--- src/rtl/excess3_pkg.sv ---
// Shared Excess-3 definitions for the BCD <-> Excess-3 encoder/decoder pair.
// Contents: code offset and legal code bounds, decoder FSM state type,
// nibble width, and a legality helper.
package excess3_pkg;

  localparam int unsigned NIBBLE_W = 4;

  // Excess-3 code = BCD + 3; legal codes therefore span 3..12.
  localparam logic [NIBBLE_W-1:0] EX3_OFFSET = 4'd3;
  localparam logic [NIBBLE_W-1:0] EX3_MIN    = 4'd3;
  localparam logic [NIBBLE_W-1:0] EX3_MAX    = 4'd12;

  typedef enum logic [1:0] {
    IDLE   = 2'd0,
    DECODE = 2'd1,
    DONE   = 2'd2
  } ex3_dec_state_t;

  // True when the nibble is a valid Excess-3 code.
  function automatic logic ex3_is_legal(input logic [NIBBLE_W-1:0] code);
    return (code >= EX3_MIN) && (code <= EX3_MAX);
  endfunction

endpackage

--- src/rtl/excess3_to_bcd_decoder_if.sv ---
// Word-level handshake bundle between an Excess-3 source, the decoder and
// the BCD consumer.
//   in_valid/in_ready/in_data    : source -> decoder word transfer
//   out_valid/out_ready          : decoder -> consumer result transfer
//   out_data/err_mask            : decoded BCD word and per-digit error flags
//   busy                         : decoder is stepping through digits
// master = source/consumer side, slave = decoder side.
interface excess3_to_bcd_decoder_if #(
  parameter int unsigned DIGITS = 4
);

  localparam int unsigned DATA_W = 4 * DIGITS;

  logic              in_valid;
  logic              in_ready;
  logic [DATA_W-1:0] in_data;
  logic              out_valid;
  logic              out_ready;
  logic [DATA_W-1:0] out_data;
  logic [DIGITS-1:0] err_mask;
  logic              busy;

  modport master (
    output in_valid,
    output in_data,
    output out_ready,
    input  in_ready,
    input  out_valid,
    input  out_data,
    input  err_mask,
    input  busy
  );

  modport slave (
    input  in_valid,
    input  in_data,
    input  out_ready,
    output in_ready,
    output out_valid,
    output out_data,
    output err_mask,
    output busy
  );

endinterface

--- src/rtl/excess3_digit_dec.sv ---
// Single-nibble Excess-3 -> BCD decoder (purely combinational).
//   code : Excess-3 nibble
//   bcd  : decoded BCD digit, forced to 0 for illegal codes
//   err  : 1 when code is outside 3..12
module excess3_digit_dec
  import excess3_pkg::*;
(
  input  logic [NIBBLE_W-1:0] code,
  output logic [NIBBLE_W-1:0] bcd,
  output logic                err
);

  logic legal;

  assign legal = ex3_is_legal(code);
  assign err   = ~legal;

  // Subtraction is 4-bit modular; illegal codes are masked to zero.
  assign bcd   = legal ? NIBBLE_W'(code - EX3_OFFSET) : '0;

endmodule

--- src/rtl/excess3_to_bcd_decoder.sv ---
// Multi-digit Excess-3 -> BCD decoder. Accepts a packed word of DIGITS
// Excess-3 nibbles, decodes one nibble per clock through a single digit
// decoder, and holds the completed BCD word plus per-digit error mask until
// the consumer takes it.
//   clk  : rising-edge clock
//   rst  : synchronous reset, active-high (wins over everything)
//   enb  : block enable; low aborts any word in flight and clears outputs
//   bus  : slave side of excess3_to_bcd_decoder_if (handshakes, data, busy)
// All bus outputs are registered.
module excess3_to_bcd_decoder
  import excess3_pkg::*;
#(
  parameter int unsigned DIGITS = 4
) (
  input  logic                     clk,
  input  logic                     rst,
  input  logic                     enb,
  excess3_to_bcd_decoder_if.slave  bus
);

  localparam int unsigned DATA_W = NIBBLE_W * DIGITS;
  localparam int unsigned IDX_W  = (DIGITS > 1) ? $clog2(DIGITS) : 1;
  localparam logic [IDX_W-1:0] IDX_LAST = IDX_W'(DIGITS - 1);

  // State and datapath registers
  ex3_dec_state_t      state_q,     state_d;
  logic [DATA_W-1:0]   word_q,      word_d;
  logic [IDX_W-1:0]    idx_q,       idx_d;
  logic [DATA_W-1:0]   res_data_q,  res_data_d;
  logic [DIGITS-1:0]   res_err_q,   res_err_d;

  // Registered outputs
  logic                in_ready_q,  in_ready_d;
  logic                out_valid_q, out_valid_d;
  logic [DATA_W-1:0]   out_data_q,  out_data_d;
  logic [DIGITS-1:0]   err_mask_q,  err_mask_d;
  logic                busy_q,      busy_d;

  // Current digit selected by the index, and its decode
  logic [NIBBLE_W-1:0] cur_code;
  logic [NIBBLE_W-1:0] cur_bcd;
  logic                cur_err;

  assign cur_code = word_q[32'(idx_q) * NIBBLE_W +: NIBBLE_W];

  excess3_digit_dec u_digit_dec (
    .code (cur_code),
    .bcd  (cur_bcd),
    .err  (cur_err)
  );

  // State and output registers
  always_ff @(posedge clk) begin
    if (rst) begin
      state_q     <= IDLE;
      word_q      <= '0;
      idx_q       <= '0;
      res_data_q  <= '0;
      res_err_q   <= '0;
      in_ready_q  <= 1'b0;
      out_valid_q <= 1'b0;
      out_data_q  <= '0;
      err_mask_q  <= '0;
      busy_q      <= 1'b0;
    end else begin
      state_q     <= state_d;
      word_q      <= word_d;
      idx_q       <= idx_d;
      res_data_q  <= res_data_d;
      res_err_q   <= res_err_d;
      in_ready_q  <= in_ready_d;
      out_valid_q <= out_valid_d;
      out_data_q  <= out_data_d;
      err_mask_q  <= err_mask_d;
      busy_q      <= busy_d;
    end
  end

  // Next-state and next-output logic
  always_comb begin
    state_d     = state_q;
    word_d      = word_q;
    idx_d       = idx_q;
    res_data_d  = res_data_q;
    res_err_d   = res_err_q;
    out_valid_d = out_valid_q;
    out_data_d  = out_data_q;
    err_mask_d  = err_mask_q;
    in_ready_d  = 1'b0;
    busy_d      = 1'b0;

    if (!enb) begin
      // Abort: discard the word in flight and clear everything visible.
      state_d     = IDLE;
      word_d      = '0;
      idx_d       = '0;
      res_data_d  = '0;
      res_err_d   = '0;
      out_valid_d = 1'b0;
      out_data_d  = '0;
      err_mask_d  = '0;
    end else begin
      unique case (state_q)
        IDLE: begin
          if (bus.in_valid && in_ready_q) begin
            word_d     = bus.in_data;
            idx_d      = '0;
            res_data_d = '0;
            res_err_d  = '0;
            state_d    = DECODE;
          end
        end

        DECODE: begin
          res_data_d[32'(idx_q) * NIBBLE_W +: NIBBLE_W] = cur_bcd;
          res_err_d[idx_q]                              = cur_err;
          if (idx_q == IDX_LAST) begin
            // Publish the full word only once its last digit is in.
            out_data_d  = res_data_d;
            err_mask_d  = res_err_d;
            out_valid_d = 1'b1;
            state_d     = DONE;
          end else begin
            idx_d = idx_q + 1'b1;
          end
        end

        DONE: begin
          if (bus.out_ready) begin
            out_valid_d = 1'b0;
            state_d     = IDLE;
          end
        end

        default: begin
          state_d = IDLE;
        end
      endcase

      // Registered flags follow the state being entered.
      in_ready_d = (state_d == IDLE);
      busy_d     = (state_d == DECODE);
    end
  end

  assign bus.in_ready  = in_ready_q;
  assign bus.out_valid = out_valid_q;
  assign bus.out_data  = out_data_q;
  assign bus.err_mask  = err_mask_q;
  assign bus.busy      = busy_q;

endmodule
--- src/flat_wrapper.sv ---
// flat-port wrapper written by rule: the top's interface ports become plain ports
module excess3_to_bcd_decoder_flat import excess3_pkg::*;
#(
  parameter int unsigned DIGITS = 4
)
  (clk, rst, enb, bus_in_valid, bus_in_data, bus_out_ready, bus_in_ready, bus_out_valid, bus_out_data, bus_err_mask, bus_busy);
  excess3_to_bcd_decoder_if #(.DIGITS(DIGITS)) bus_i ();
  input  logic clk;
  input  logic rst;
  input  logic enb;
  input wire logic [$bits(bus_i.in_valid)-1:0] bus_in_valid;
  input wire logic [$bits(bus_i.in_data)-1:0] bus_in_data;
  input wire logic [$bits(bus_i.out_ready)-1:0] bus_out_ready;
  output wire logic [$bits(bus_i.in_ready)-1:0] bus_in_ready;
  output wire logic [$bits(bus_i.out_valid)-1:0] bus_out_valid;
  output wire logic [$bits(bus_i.out_data)-1:0] bus_out_data;
  output wire logic [$bits(bus_i.err_mask)-1:0] bus_err_mask;
  output wire logic [$bits(bus_i.busy)-1:0] bus_busy;
  assign bus_i.in_valid = bus_in_valid;
  assign bus_i.in_data = bus_in_data;
  assign bus_i.out_ready = bus_out_ready;
  assign bus_in_ready = bus_i.in_ready;
  assign bus_out_valid = bus_i.out_valid;
  assign bus_out_data = bus_i.out_data;
  assign bus_err_mask = bus_i.err_mask;
  assign bus_busy = bus_i.busy;
  excess3_to_bcd_decoder #(.DIGITS(DIGITS)) u_core (.clk(clk), .rst(rst), .enb(enb), .bus(bus_i));
endmodule
--- config.mk ---
export PLATFORM = sky130hd
export DESIGN_NAME = excess3_to_bcd_decoder_flat
export DESIGN_NICKNAME = d
export VERILOG_FILES = /design/src/rtl/excess3_pkg.sv /design/src/rtl/excess3_to_bcd_decoder_if.sv /design/src/rtl/excess3_digit_dec.sv /design/src/rtl/excess3_to_bcd_decoder.sv /design/src/flat_wrapper.sv
export SDC_FILE = /design/constraint.sdc
export NUM_CORES = 1
export LEC_CHECK = 0
export CORE_MARGIN = 8
export CORE_UTILIZATION = 50
export DETAILED_ROUTE_END_ITERATION = 10
export DONT_BUFFER_PORTS = 1
export PLACE_DENSITY = 0.67
export SYNTH_ARGS = -nofsm -noshare
export SYNTH_HDL_FRONTEND = slang
export SYNTH_SLANG_ARGS = --single-unit
--- constraint.sdc ---
create_clock -name clk -period 5.2 [get_ports clk]
set_clock_uncertainty 0.15 [all_clocks]
set_input_delay 1.04 -clock clk [delete_from_list [all_inputs] [get_ports clk]]
set_output_delay 1.04 -clock clk [all_outputs]
set_load 0.03 [all_outputs]
==> flow_summary.json <==
{
  "htreeDepth": 3,
  "cp_slowest_cell": "nor4_1",
  "max-slew-margin-rel": 0.225,
  "leakage_nw": 0.961,
  "cts.reportedPaths.clkPinSlew_ns": 0.06,
  "synth.avg_cell_area_sq_um": 9.10,
  "overflow": 0,
  "critPathLaunchType": "register",
  "fin_nets": 319,
  "grt_pass1_vias": 2043,
  "path_cells": "inv_1, ha_1, nor4_1, a221oi_1, nor3_1",
  "ys.flop_type": "dfxtp_1",
  "ff_latch_area_sq_mm": 0.00124,
  "fill_cells": 522,
  "yosysUniqueCellTypes": 39,
  "fin_crit_sh": 0.545,
  "grt_pass1_wl_um": 9890,
  "synth_edf_count": 0,
  "track_usage": 0.165,
  "hold_ws_ns": 0.302,
  "drc_errors": 0,
  "crit_buf_inv": 1,
  "yosysTopAreaCell": "dfxtp_1",
  "initial_core_util": 0.524,
  "vias_per_cell": 5.78,
  "power-per-cell-area_mw_per_mm2": 310,
  "maxCapViolCount": 0,
  "path_delay_family": "simple AND/OR/NAND/NOR gates",
  "layout.cells.non_filler": 365,
  "power_uw": 901,
  "endpoint_kind": "register",
  "num_rows": 26,
  "synth.top_cell.area_share": 0.461,
  "synth_nets": 324,
  "yosysMostFrequentCell": "dfxtp_1",
  "synth_warnings": 0,
  "ir_worst_vdd_uv": 136,
  "hold_violations": 0,
  "die-area_sq_mm": 0.00799,
  "synthesis.area_sq_mm": 0.00269,
  "portBuffers": 0,
  "antenna_found_initial": 0,
  "status": "finished clean",
  "clockBufferDepth": 2,
  "slew_viol_final": 0,
  "drive_gt1_frac": 0.115,
  "die_h_um": 89.4,
  "netlist_instances": 296,
  "post_cts_buffers": 0,
  "ys_top_cells_by_count": "dfxtp_1 (62), nand2_1 (52), a21oi_1 (32), nor2_1 (29), clkbuf_1 (13)",
  "synthArstFlopShare": 0,
  "die_w_um": 89.4,
  "crit_type": "register to register",
  "place.gp.congestion": 0.803,
  "cts_hold_buf": 0,
  "wl_um": 5950,
  "setup_tns_ns": 0,
  "synth-seq-cells": 62,
  "drtPass1Iterations": 4,
  "ys_seq_area_frac": 0.461,
  "setup_violations": 0,
  "placed_cells": 350,
  "hpwl_um": 4160,
  "fmax_mhz": 353,
  "rsz0062_at_grt": "false",
  "cp_slowest_stage_delay_ns": 0.98,
  "core-area_sq_mm": 0.00514,
  "vias": 2108,
  "clkSinkCount": 62,
  "hp-class": "register to register",
  "tightest_slew_ns": 1.15,
  "clk_latency_ns": 0.34,
  "cts.repair.resized": 0,
  "fin_crit_ns": 2.84,
  "utilization": 0.566,
  "grt_max_degree": 50,
  "ioPinCount": 44,
  "crit_path_max_fanout": 12,
  "cp.required_ns": 5.30,
  "area_delta_synth_final_pct": 7.94,
  "cts_made_buffers": 9,
  "root_buffer": "clkbuf_8",
  "cts_tree": "done",
  "synth_area_leaders": "dfxtp_1 (46%), nand2_1 (7.2%), a21oi_1 (5.9%), nor2_1 (4.0%), o2bb2ai_1 (3.9%)",
  "routedWlPerCell_um": 16.3,
  "drtIter0Drc": 136,
  "multi_input_area_sq_mm": 0.00136,
  "diodes": 0,
  "cp_data_arrival_time_ns": 2.94,
  "ant_nets": 0
}
[routing by layer]
| layer | up-vias | GRT usage | share of wire |
|---|---|---|---|
| met5 | - | 0 | 0 |
| met4 | 0 | 0.0816 | 0.016 |
| met3 | 10 | 0.0662 | 0.084 |
| met2 | 55 | 0.240 | 0.43 |
| met1 | 986 | 0.205 | 0.47 |
| li1 | 1057 | - | - |
[worst paths after layout]
path | from | endpoint | slack, ns | cells after the start
worst max register to register | u_core.idx_q[0] | u_core.bus.out_data[12] | 2.36 | 5
worst min register to register | u_core.word_q[8] | u_core.word_q[8] | 0.30 | 2
worst min-delay path | u_core.word_q[8] | u_core.word_q[8] | 0.30 | 2
worst max-delay path | u_core.idx_q[0] | u_core.bus.out_data[12] | 2.36 | 5
[flip-flops by register name, indices dropped and copies added, names as in the netlist]
signal / flops
u_core.word_q: 16
u_core.idx_q: 2
u_core.bus.err_mask: 4
u_core.state_q: 2
u_core.bus.busy: 1
u_core.bus.out_valid: 1
u_core.bus.in_ready: 1
u_core.bus.out_data: 16
u_core.res_err_q: 3
u_core.res_data_q: 16
[kinds of logic after synthesis]
family,share of synthesized area
fa+ha+maj,0.0325
flops,0.461
simple gates,0.203
compound gates,0.233
mux,0.0334
buf+inv,0.0376
[area by class of cell]
class,instances,share of cell area
multi-input cells,209,0.467
flip-flops and latches,62,0.427
clock buffers,15,0.0641
well taps,70,0.0301
inverters,9,0.0116
[cell usage in the layout, fill, tap and decap left out]
master / count
a2111o_1: 1
a211oi_1: 4
a211oi_4: 1
a21o_1: 3
a21oi_1: 32
a21oi_4: 1
a221oi_1: 8
a221oi_2: 4
a22o_1: 3
a22oi_1: 1
a32o_1: 4
and2_1: 1
and4_1: 2
clkbuf_1: 2
clkbuf_8: 13
dfxtp_1: 62
ha_1: 7
inv_1: 9
mux4_2: 4
nand2_1: 52
nand2b_1: 2
nand2b_2: 1
nand2b_4: 1
nand3_1: 6
nand3b_1: 1
nor2_1: 29
nor2b_1: 1
nor2b_4: 1
nor3_1: 11
nor3_2: 5
nor3_4: 1
nor4_1: 1
o211a_1: 1
o211ai_2: 1
o21ai_0: 4
o22a_1: 1
o22ai_1: 1
o2bb2ai_1: 12
or2_2: 1
[worst register-to-register path, stage by stage, from the launching register on]
cell and delay (ns):
dfxtp_1 0.65, inv_1 0.17, ha_1 0.38, nor4_1 0.98, a221oi_1 0.21, nor3_1 0.21
[where the power goes]
group / switching [mW] / total (mW) / internal [mW] / leakage [nW]
logic: 0.0205 / 0.0275 / 0.00694 / 0.365
registers: 0.00336 / 0.481 / 0.478 / 0.500
clock network: 0.170 / 0.393 / 0.223 / 0.0958
total: 0.193 / 0.901 / 0.708 / 0.961
[metrics by stage]
| step | cell area (sq um) | worst slack [ns] |
|---|---|---|
| final | 2910 | 2.36 |
| after global placement | 2720 | 2.24 |
| after detailed placement | 2720 | 2.24 |
| after CTS | 2910 | 2.33 |
| after global routing | 2910 | 2.09 |
| after floorplan | 2690 | 2.77 |
Note: power is estimated with default switching activity, not from simulation.
